--- src/rtl/fetchq_pkg.sv ---
// Shared types and constants for the instruction fetch queue.
package fetchq_pkg;

   localparam int unsigned INSTR_W = 32;
   localparam int unsigned ADDR_W  = 32;

   localparam logic [ADDR_W-1:0] RESET_PC_DEFAULT = 32'h0000_0000;

   typedef struct packed {
      logic [INSTR_W-1:0] instr;
      logic [ADDR_W-1:0]  npc;
   } fetchq_entry_t;

   function automatic logic [ADDR_W-1:0] pc_incr(input logic [ADDR_W-1:0] pc);
      return pc + ADDR_W'(4);
   endfunction

endpackage

--- src/rtl/fetchq_fifo.sv ---
// Circular-buffer storage for fetched entries; pointers wrap at DEPTH, clear empties it.
module fetchq_fifo
   import fetchq_pkg::*;
#(
   parameter int unsigned DEPTH = 2
) (
   input  logic                         clk,
   input  logic                         rst_n,
   input  logic                         clear,
   input  logic                         push,
   input  fetchq_entry_t                push_data,
   input  logic                         pop,
   output fetchq_entry_t                head,
   output logic [$clog2(DEPTH+1)-1:0]   count
);

   localparam int unsigned PTR_W = $clog2(DEPTH);
   localparam int unsigned CNT_W = $clog2(DEPTH + 1);

   fetchq_entry_t    mem_q [DEPTH];
   fetchq_entry_t    mem_d [DEPTH];
   logic [PTR_W-1:0] rd_ptr_q, rd_ptr_d;
   logic [PTR_W-1:0] wr_ptr_q, wr_ptr_d;
   logic [CNT_W-1:0] count_q,  count_d;

   function automatic logic [PTR_W-1:0] ptr_inc(input logic [PTR_W-1:0] p);
      return (p == PTR_W'(DEPTH - 1)) ? '0 : p + PTR_W'(1);
   endfunction

   always_comb begin
      mem_d    = mem_q;
      rd_ptr_d = rd_ptr_q;
      wr_ptr_d = wr_ptr_q;
      count_d  = count_q;
      if (clear) begin
         rd_ptr_d = '0;
         wr_ptr_d = '0;
         count_d  = '0;
      end else begin
         if (push) begin
            mem_d[wr_ptr_q] = push_data;
            wr_ptr_d        = ptr_inc(wr_ptr_q);
         end
         if (pop) begin
            rd_ptr_d = ptr_inc(rd_ptr_q);
         end
         count_d = count_q + CNT_W'(push) - CNT_W'(pop);
      end
   end

   always_ff @(posedge clk or negedge rst_n) begin
      if (!rst_n) begin
         mem_q    <= '{default: '0};
         rd_ptr_q <= '0;
         wr_ptr_q <= '0;
         count_q  <= '0;
      end else begin
         mem_q    <= mem_d;
         rd_ptr_q <= rd_ptr_d;
         wr_ptr_q <= wr_ptr_d;
         count_q  <= count_d;
      end
   end

   assign head  = mem_q[rd_ptr_q];
   assign count = count_q;

endmodule

--- src/rtl/fetch_queue.sv ---
// Instruction prefetch queue: PC, request credit, redirect flush and head presentation.
// Define FETCHQ_BYPASS_EN to present a response straight to decode when the queue is empty.
module fetch_queue
   import fetchq_pkg::*;
#(
   parameter int unsigned       DEPTH    = 2,
   parameter logic [ADDR_W-1:0] RESET_PC = RESET_PC_DEFAULT
) (
   input  logic                        clk,
   input  logic                        reset,
   input  logic                        redirect,
   input  logic [ADDR_W-1:0]           redirect_pc,
   output logic                        imem_req,
   output logic [ADDR_W-1:0]           imem_addr,
   input  logic [INSTR_W-1:0]          imem_rdata,
   output logic [INSTR_W-1:0]          IF_ID_instr,
   output logic [ADDR_W-1:0]           IF_ID_npc,
   output logic                        if_valid,
   input  logic                        id_ready,
   output logic [$clog2(DEPTH+1)-1:0]  q_count
);

   localparam int unsigned CNT_W = $clog2(DEPTH + 1);
   localparam int unsigned OCC_W = CNT_W + 1;

   logic [ADDR_W-1:0] pc_q, pc_d;
   logic [ADDR_W-1:0] req_addr_q, req_addr_d;
   logic              inflight_q, inflight_d;
   fetchq_entry_t     last_q, last_d;

   fetchq_entry_t     fifo_head, resp, head;
   logic [CNT_W-1:0]  fifo_count;
   logic [OCC_W-1:0]  occ;
   logic              fifo_empty, resp_valid, bypass, valid, transfer, push, pop, req;

   always_comb begin
      resp.instr = imem_rdata;
      resp.npc   = pc_incr(req_addr_q);
      // A response landing during a redirect belongs to the old path.
      resp_valid = inflight_q & ~redirect;
      fifo_empty = (fifo_count == '0);
`ifdef FETCHQ_BYPASS_EN
      bypass     = fifo_empty & resp_valid;
`else
      bypass     = 1'b0;
`endif
      head = last_q;
      if (!fifo_empty) begin
         head = fifo_head;
      end else if (bypass) begin
         head = resp;
      end
      valid    = ~fifo_empty | bypass;
      transfer = valid & id_ready;
      push     = resp_valid & ~(bypass & id_ready);
      pop      = ~fifo_empty & id_ready;
      // Credit counts the slot freed by this cycle's handshake so a full stream has no bubbles.
      occ = OCC_W'(fifo_count) + OCC_W'(inflight_q) - OCC_W'(transfer);
      req = reset & ~redirect & (occ < OCC_W'(DEPTH));

      pc_d = pc_q;
      if (redirect) begin
         pc_d = redirect_pc & ~ADDR_W'(3);
      end else if (req) begin
         pc_d = pc_incr(pc_q);
      end
      inflight_d = req;
      req_addr_d = req ? pc_q : req_addr_q;
      last_d     = head;
   end

   always_ff @(posedge clk or negedge reset) begin
      if (!reset) begin
         pc_q       <= RESET_PC;
         req_addr_q <= RESET_PC;
         inflight_q <= 1'b0;
         last_q     <= '0;
      end else begin
         pc_q       <= pc_d;
         req_addr_q <= req_addr_d;
         inflight_q <= inflight_d;
         last_q     <= last_d;
      end
   end

   fetchq_fifo #(.DEPTH(DEPTH)) u_fifo (
      .clk       (clk),
      .rst_n     (reset),
      .clear     (redirect),
      .push      (push),
      .push_data (resp),
      .pop       (pop),
      .head      (fifo_head),
      .count     (fifo_count)
   );

   assign imem_req    = req;
   assign imem_addr   = pc_q;
   assign IF_ID_instr = head.instr;
   assign IF_ID_npc   = head.npc;
   assign if_valid    = valid;
   assign q_count     = fifo_count;

endmodule

--- config.mk ---
export PLATFORM = sky130hd
export DESIGN_NAME = fetch_queue
export DESIGN_NICKNAME = d
export VERILOG_FILES = /design/src/rtl/fetchq_pkg.sv /design/src/rtl/fetchq_fifo.sv /design/src/rtl/fetch_queue.sv
export SDC_FILE = /design/constraint.sdc
export NUM_CORES = 1
export LEC_CHECK = 0
export CAP_MARGIN = 25
export CORE_MARGIN = 5
export CORE_UTILIZATION = 37
export CTS_BUF_LIST = sky130_fd_sc_hd__clkbuf_2
export CTS_CLUSTER_DIAMETER = 120
export DETAILED_ROUTE_END_ITERATION = 6
export GPL_TIMING_DRIVEN = 0
export HOLD_SLACK_MARGIN = 0.05
export PLACE_DENSITY = 0.66
export SLEW_MARGIN = 5
export SYNTH_ARGS = -nofsm -noshare
export SYNTH_HDL_FRONTEND = slang
export SYNTH_SLANG_ARGS = --single-unit
--- constraint.sdc ---
create_clock -name clk -period 10.42 [get_ports clk]
set_input_delay 1.042 -clock clk [delete_from_list [all_inputs] [get_ports clk]]
set_output_delay 1.042 -clock clk [all_outputs]
set_load 0.05 [all_outputs]
==> results summary, run 1 <==
Traced cell by cell, the critical path runs through nor2_1, inv_1, and2_1, ha_1, inv_1, nand2_1, fa_1, xnor2_1, nand2_1, nor2_1, buf_2, clkdlybuf4s50_1. STA classifies the critical path startpoint as a flop. The slew at the pin closest to its max-slew limit is 0.925 ns. The number of violations of the max-capacitance limit is 0. The cell count after synthesis came out at 1178. The worst path setup slack after routing is 4.38 ns. After synthesis the netlist holds a flip-flop and latch count of 253.

The library cell used most frequently in the layout, excluding fill and tap cells, is nand2_1. The remaining design rule violation count is 0. The clock passes through at most 3 buffers. The routed via count is 9698. The simple-gate share of the synthesized area came out at 21.2%. After clock tree synthesis, the setup repair step added 0 buffers. The fraction of the mapped netlist area in compound gates is 9.59%. Dividing the final minimum period by the clock period gives 57.9%. Routability-driven placement finished with a final weighted congestion of 0.898. The post-synthesis mux area share is 8.28%.

The post-synthesis cell type count is 46. The largest individual stage delay along the critical path comes from the cell clkdlybuf4s50_1. The number of fill cells in the layout came out at 2950. Averaged over all synthesized cells, the footprint is 9.70 um^2.

Entering global routing, the biggest net connects 101 pins. The iteration count of the initial detailed-routing pass came out at 5. The worst register-to-register path has a depth of 13. The largest fanout on the critical path is 11. The CTS root buffer is clkbuf_2. Leaving out fill and tap cells, the most frequent cells in the layout are nand2_1, dfrtp_1, clkdlybuf4s50_1, o21ai_0, clkbuf_2. The warning count from the yosys run came out at 0. In the synthesized netlist the dominant register cell turns out to be dfrtp_1. The min-delay analysis places its worst path in the category in -> async. The smallest clock period supported by the final layout is computed as 6.04 ns. The count of final max-slew check failures is 0. The power after layout is 4820 uW.

The count of standard-cell rows is 64. The capture point of the critical path is imem_req. Setup repair after global routing left no endpoint under its margin. The highest cell delay on the worst timing path came out at 0.92 ns. The required time reported for the critical path endpoint came out at 9.38 ns. The via density per instance is 5.20. Once placement finished, the instance area stood at 13600 um^2. The worst setup slack before clock tree synthesis came out at 4.51 ns.

The first global-routing pass estimated 51500 um of wire. The global route total overflow came out at 0. The summed instance area of the synthesized netlist is 11400 um^2. The width of the chip is 186 um. The count of cell instances traversed by the critical path came out at 12.

In this run the critical register-to-register path is launched from u_fifo.count[1]. The clock tree from TritonCTS is built. The area growth from synthesis to layout is 25.4%. The endpoint class of the critical path is a primary output. After synthesis, the largest family of logic cells by area is simple AND/OR/NAND/NOR gates. Data arrives at the worst endpoint at 4.99 ns. The detail route stage leaves a number of antenna-violating nets equal to 0. Detailed placement ended at an HPWL of 22500 um. The number of gates resized after CTS is 0.

The kind of cell with the highest combined delay along the critical path is buffers and inverters. Setup violations remaining at the end of the flow were counted as 0. The full die area came out at 34500 um^2. The clock net sink count is 253. Pin placement for this block handled 168 I/O pins.

The worst hold-check slack came out at 0.180 ns. The count of placed standard cells including taps came out at 1742. The number of antenna violations at the first check in global routing is 1. The remaining max-slew budget at the tightest pin is 38.3%. After the first detailed-routing iteration, the DRC count stood at 536. Tracing the worst setup path back leads to its startpoint at u_fifo.count[1].

The die height is 186 um. The core outline area is 30500 um^2. The number of clock buffers added by TritonCTS is 70.

The total global-route track usage is 18.6%. The number of flops mapped to enable cells by yosys is 0. The final design instance area without fill came out at 14300 um^2. Summing the areas of all fa, ha and maj instances in the mapped netlist gives 0.723% of the synthesized area. The starting utilization of the core area is 37.4%. The type of the worst setup path is reg -> out. The endpoint identified for the worst register-to-register timing path is imem_addr[27]. The hold buffer count at CTS came out at 0.

The static power due to leakage is 0.00623 uW. The largest clock skew in the final design is 0.0552 ns. The maximum operating frequency is 0.166 GHz.

The H-tree depth reported by CTS is 3. The count of buffer and inverter cells on the critical path came out at 4. The wire length per cell after detailed routing came out at 17.2 um. The total detailed-routing wirelength came out at 32000 um. The fraction of registers with async set or reset after synthesis is 100%. Port buffering added 163 buffers. Clock-pin slew was measured on the worst setup and hold paths at 0.09 ns. The number of global-route vias before repair came out at 9807. The slack of the worst reg-to-reg path came out at 6.58 ns. The count of endpoints failing hold in the final timing report is 0. The share of post-route cells with drive strength above 1 came out at 10.8%.

The flow ran to the end, and the final reports show no timing, DRC or antenna violations. The maximum ir drop on the vdd rail is 150 uV. The fraction of synthesized cell area in xor and xnor cells is 1.76%. The power density over the cells came out at 336 nW/um^2. The number of nets in the layout came out at 1492. The final cell count without fillers is 1864. The clock latency at the later pin of the worst-skew pair is 0.84 ns. The register area share after synthesis is 55.4%.
## layout make-up
class / count / area (um^2) / share of cell area [%]
Timing Repair Buffer: 167 / 1710 / 11.9
Clock buffer: 102 / 510 / 3.56
Multi-Input combinational cell: 841 / 4760 / 33.2
Tap cell: 396 / 495 / 3.46
Inverter: 11 / 41.3 / 0.288
Sequential cell: 253 / 6330 / 44.2
Clock inverter: 19 / 183 / 1.28
Buffer: 74 / 297 / 2.07
Antenna cell: 1 / 2.50 / 0.0175
## worst reg2reg max path, delay by kind of cell (launching register included)
| family | cells | cell delay (ns) |
|---|---|---|
| adders and majority gates | 2 | 0.82 |
| and+or+nand+nor | 6 | 1.42 |
| AOI/OAI and AO/OA | 1 | 0.31 |
| DFF | 1 | 0.48 |
| buffers and inverters | 4 | 0.70 |
## per-layer routing
layer  GRT usage [%]  share of wire (%)  vias to the layer above
met2            28.0                 43                      420
met1            26.3                 46                     4581
met5               0                  0                        -
li1                -                  -                     4630
met3            4.48                8.3                       67
met4            6.91                2.6                        0
## logic make-up (layout without fill, tap and decap cells)
logic type                 count (synthesis)  count (layout)
muxes                                     91              91
adders and majority gates                  6               6
DFF                                      253             253
AOI/OAI and AO/OA                        188             188
xor gates and xnor gates                  23              23
and+or+nand+nor                          531             531
buffers and inverters                     85             373
other                                      1               3
## synthesized netlist by cell type, types with 2 or more instances
| cell type | n | share of area [%] |
|---|---|---|
| a22o_1 | 2 | 0.15 |
| mux2i_1 | 63 | 5.5 |
| nand4b_1 | 2 | 0.15 |
| nand3b_1 | 3 | 0.20 |
| o311ai_0 | 7 | 0.54 |
| xnor2_1 | 18 | 1.4 |
| mux2_2 | 28 | 2.8 |
| nor3_1 | 9 | 0.39 |
| nor2b_1 | 7 | 0.38 |
| nor3b_1 | 2 | 0.13 |
| nor4b_1 | 4 | 0.31 |
| nor4_1 | 7 | 0.38 |
| buf_4 | 2 | 0.13 |
| xor2_1 | 5 | 0.38 |
| o31ai_1 | 16 | 1.1 |
| nand4bb_1 | 2 | 0.20 |
| dfrtp_1 | 253 | 55 |
| or4_1 | 23 | 1.5 |
| and3b_1 | 2 | 0.15 |
| a211o_1 | 4 | 0.31 |
| nand2_1 | 328 | 11 |
| ha_1 | 5 | 0.55 |
| nand3_1 | 39 | 1.7 |
| a31oi_1 | 36 | 2.0 |
| or4_4 | 2 | 0.20 |
| o211ai_1 | 6 | 0.39 |
| nor2_1 | 51 | 1.7 |
| buf_2 | 9 | 0.39 |
| clkbuf_1 | 56 | 1.8 |
| nand4_1 | 19 | 1.0 |
| and4_1 | 8 | 0.61 |
| a21oi_1 | 5 | 0.22 |
| o21ai_0 | 110 | 4.8 |
| buf_1 | 7 | 0.23 |
| and3_1 | 8 | 0.44 |
| or3_1 | 6 | 0.33 |
| inv_1 | 10 | 0.33 |
| and2_1 | 6 | 0.33 |
## state kept, by name, summed over array words and instances, names as in the netlist
| signal | cells |
|---|---|
| u_fifo.rd_ptr_q | 1 |
| u_fifo.count | 2 |
| u_fifo.mem_q | 124 |
| u_fifo.wr_ptr_q | 1 |
| last_q | 64 |
| inflight_q | 1 |
| req_addr_q | 30 |
| imem_addr | 30 |
## report_power, final
part	internal [uW]	switching (uW)	total, uW
sequential	1360	245	1610
clock	359	416	775
combinational	806	1630	2430
## through the flow
stage | TNS, ns | util [%]
3_5_place_dp | 0 | 44.7
6_report | 0 | 47.0
3_3_place_gp | -736.34 | 44.4
2_1_floorplan | 0 | -
5_1_grt | 0 | 47.0
4_1_cts | 0 | 46.9
## how the worst min path moves through the flow
stage | start | endpoint | slack, ns | cells past startpoint
detailed placement | u_fifo.mem_q[98] | u_fifo.mem_q[98] | 0.46 | 2
finish | reset | u_fifo.mem_q[124] | 0.18 | 1
floorplan | u_fifo.mem_q[100] | u_fifo.mem_q[100] | 0.44 | 2
CTS | reset | last_q[50] | 0.10 | 1
global route | reset | u_fifo.mem_q[60] | 0.14 | 1
global placement | u_fifo.mem_q[120] | u_fifo.mem_q[120] | 0.46 | 2
Power figures use the tool's default switching activity.
==> inputs of run 2 (changes only) <==
--- a/config.mk
+++ b/config.mk
@@ -13,7 +13,7 @@
 export DETAILED_ROUTE_END_ITERATION = 6
 export GPL_TIMING_DRIVEN = 0
 export HOLD_SLACK_MARGIN = 0.05
-export PLACE_DENSITY = 0.66
+export PLACE_DENSITY = 0.68
 export SLEW_MARGIN = 5
 export SYNTH_ARGS = -nofsm -noshare
 export SYNTH_HDL_FRONTEND = slang
==> constraint.sdc (replaced) <==
create_clock -name clk -period 4.8 [get_ports clk]
set_input_delay 0.48 -clock clk [delete_from_list [all_inputs] [get_ports clk]]
set_output_delay 0.48 -clock clk [all_outputs]
set_load 0.05 [all_outputs]
==> results summary, run 2 (synthesis gave the netlist of run 1 again) <==
In the layout the commonest cells are nand2_1, dfrtp_1, clkdlybuf4s50_1, o21ai_0, clkbuf_2. The clock tree from TritonCTS is built. The full die area is 34500 um^2 (unchanged). The clock network power share came out at 14.8% (-1.3 points). The sequential group share of total power came out at 33.7% (+0.3 points). In the final layout, the registers with the most flip-flops are u_fifo.mem_q x124, last_q x64. The switching share of total power is 48.1% (+0.65 points). The count of endpoints failing hold in the final timing report is 0 (unchanged). The H-tree depth reported by CTS is 3 (unchanged). The post-route antenna net violation count is 0 (unchanged). The clock latency at the later pin of the worst-skew pair is 0.85 ns (about the same). The global route total overflow came out at 0 (unchanged). The flow ran to the end, and the final reports show no timing, DRC or antenna violations. The largest clock skew in the final design is 0.0528 ns (-0.00241 ns).

The number of violations of the max-capacitance limit came to 0 (unchanged). The flip-flop count of the largest register after layout came out at 124 (unchanged). The count of standard-cell rows was 64 (unchanged). The type of element launching the critical path is a flop.

The largest net degree at the start of global routing came to 93 (-7.9%). The slowest stage of the critical path is the dfrtp_1 cell. The largest fanout on the critical path is 11 (unchanged). The via density per instance came out at 5.22 (+0.37%). The slew at the pin closest to its max-slew limit is 0.874 ns (-0.0512 ns). The static power due to leakage is 0.00618 uW (-0.75%). The top-level port count came out at 168 (unchanged).

The net switching power came out at 4990 uW (+120%). The worst hold-check slack is 0.183 ns (+0.00320 ns). The wire length of the first global-routing pass is 51800 um (+0.52%). The routed via count came out at 9703 (+0.052%). The number of buffer cells added on primary ports came out at 163 (unchanged). Ranked by flip-flop count, first place goes to u_fifo.mem_q. The combinational fraction of design power came out at 51.5% (+1.0 points). The register clock-pin slew on the reported worst setup and hold paths came out at 0.13 ns (+0.04 ns). The number of nets in the layout came out at 1491 (-0.067%).

The maximum ir drop on the vdd rail is 371 uV (+150%). The share of post-route cells with drive strength above 1 is 10.6% (-0.16 points). The most numerous cell type found on the critical path is inv_1. The most frequent standard cell in the layout excluding fill and tap cells is nand2_1. The detailed placement HPWL was 22700 um (+0.97%).

The required time reported for the critical path endpoint came out at 4.32 ns (-5.06 ns). The endpoint class of the critical path is a primary output. The wire length per cell after detailed routing came out at 17.4 um (+1.4%).

The internal power component came out at 5380 uW (+110%). The data arrival time of the critical path is 4.07 ns (-0.92 ns). The starting utilization of the core area was 37.4% (unchanged).

The core outline area is 30500 um^2 (unchanged). The detailed-routing wirelength on met1 is 14900 um (+1.2%). The highest cell delay on the worst timing path was 0.54 ns (-0.38 ns). The maximum operating frequency came out at 0.220 GHz. The total global-route track usage came out at 18.8% (+0.15 points). After layout, the worst path uses 94.8% of the clock period. The number of global-route vias before repair came to 9667 (-1.4%). The remaining design rule violation count came to 0 (unchanged). The count of final max-slew check failures came to 0 (unchanged). Signal routing reaches up to met4. The number of buffers between clock root and the deepest sink was 3 (unchanged). The number of antenna violations at the first check in global routing came to 1 (unchanged).

Subtracting the final worst setup slack from the clock period gives 4.55 ns. The power after layout was 10400 uW (+120%). The routed wire length on met2 came to 14500 um (+5.1%). The area growth from synthesis to layout came out at 25.0%. The total detailed-routing wirelength came out at 32400 um (+1.1%).

The remaining max-slew budget at the tightest pin is 41.2% (+2.9 points). The type of the worst setup path is reg -> out. The die height came out at 186 um (unchanged). The power density over the cells came out at 726 nW/um^2 (+120%). Traced cell by cell, the critical path runs through nor2_1, inv_1, and2_1, ha_1, inv_1, nand2_1, fa_1, xnor2_4, nand2_2, nor2_2, buf_2, buf_4. The worst min-delay path class is in -> reg. The width of the chip is 186 um (unchanged). The number of DRC violations after detailed-routing iteration 0 is 632 (+18%). In this run the clock root is driven by a clkbuf_2.

The clock net sink count is 253 (unchanged). The CTS buffer count is 68 (-2.9%). The final weighted congestion in routability-driven placement came out at 0.901 (+0.39%). The iteration count of the initial detailed-routing pass was 6 (+1). The detailed route wirelength on metal3 is 2320 um (-13%). The final setup violation count is 0 (unchanged).
==> run 2: area by class of cell <==
class / instances / area, um^2
flip-flops and latches: 253 / 6330
well taps: 396 / 495
plain buffers: 74 / 297
diodes: 1 / 2.50
clock buffers: 97 / 485
clock inverters: 17 / 128
multi-input cells: 841 / 4780
fillers: 2893 / 16200
inverters: 11 / 41.3
repair buffers: 168 / 1710
==> run 2: final timing paths <==
kind	from	endpoint	slack, ns	cells after the start
worst max-delay path	u_fifo.count[1]	imem_req	0.25	12
worst min-delay path	imem_rdata[28]	u_fifo.mem_q[124]	0.18	3
worst max register to register	u_fifo.count[1]	imem_addr[27]	0.80	13
worst min register to register	u_fifo.mem_q[100]	u_fifo.mem_q[100]	0.48	2
max in group asynchronous	reset	req_addr_q[23]	3.27	4
min in group asynchronous	reset	u_fifo.mem_q[120]	0.23	2
==> run 2: what timing repair did <==
item	in CTS	in global routing
setup buffers	0	0
hold buffers	1	0
gates resized for setup	8	2
endpoints found under the setup margin	1	1
endpoints found under the hold margin	91	0
==> run 2: through the flow <==
| step | area [um^2] | utilization [%] | worst slack (ns) | setup TNS (ns) | cells |
|---|---|---|---|---|---|
| 2_1_floorplan | 11400 | - | 0.743 | 0 | 1179 |
| 3_3_place_gp | 13600 | 44.4 | -8.65 | -2286.40 | 1738 |
| 3_5_place_dp | 13600 | 44.7 | 0.0716 | 0 | 1742 |
| 4_1_cts | 14300 | 46.7 | 0.0577 | 0 | 1857 |
| 5_1_grt | 14300 | 46.8 | -0.0146 | -0.0146 | 1858 |
| 6_report | 14300 | 46.8 | 0.251 | 0 | 1858 |
==> run 2: power groups by stage <==
stage / sequential [uW] / clock (uW) / combinational (uW)
after global placement: 3500 / 0 / 5240
after CTS: 3490 / 1590 / 5360
after detailed placement: 3530 / 0 / 5330
after floorplan: 3530 / 0 / 3450
final: 3500 / 1530 / 5340
after global routing: 3610 / 1700 / 5730
==> run 2: worst max-delay path, delay by kind of cell (launching register included) <==
kind                       cells  cell delay [ns]
and+or+nand+nor                5             0.94
buffers and inverters          4             0.71
adders and majority gates      2             0.78
xor gates and xnor gates       1             0.27
DFF                            1             0.54
==> run 2: routing by layer <==
layer  global-route usage (%)  vias up
li1                         -     4616
met1                     26.7     4656
met2                     28.8      377
met3                     4.34       54
met4                     5.65        0
met5                        0        -
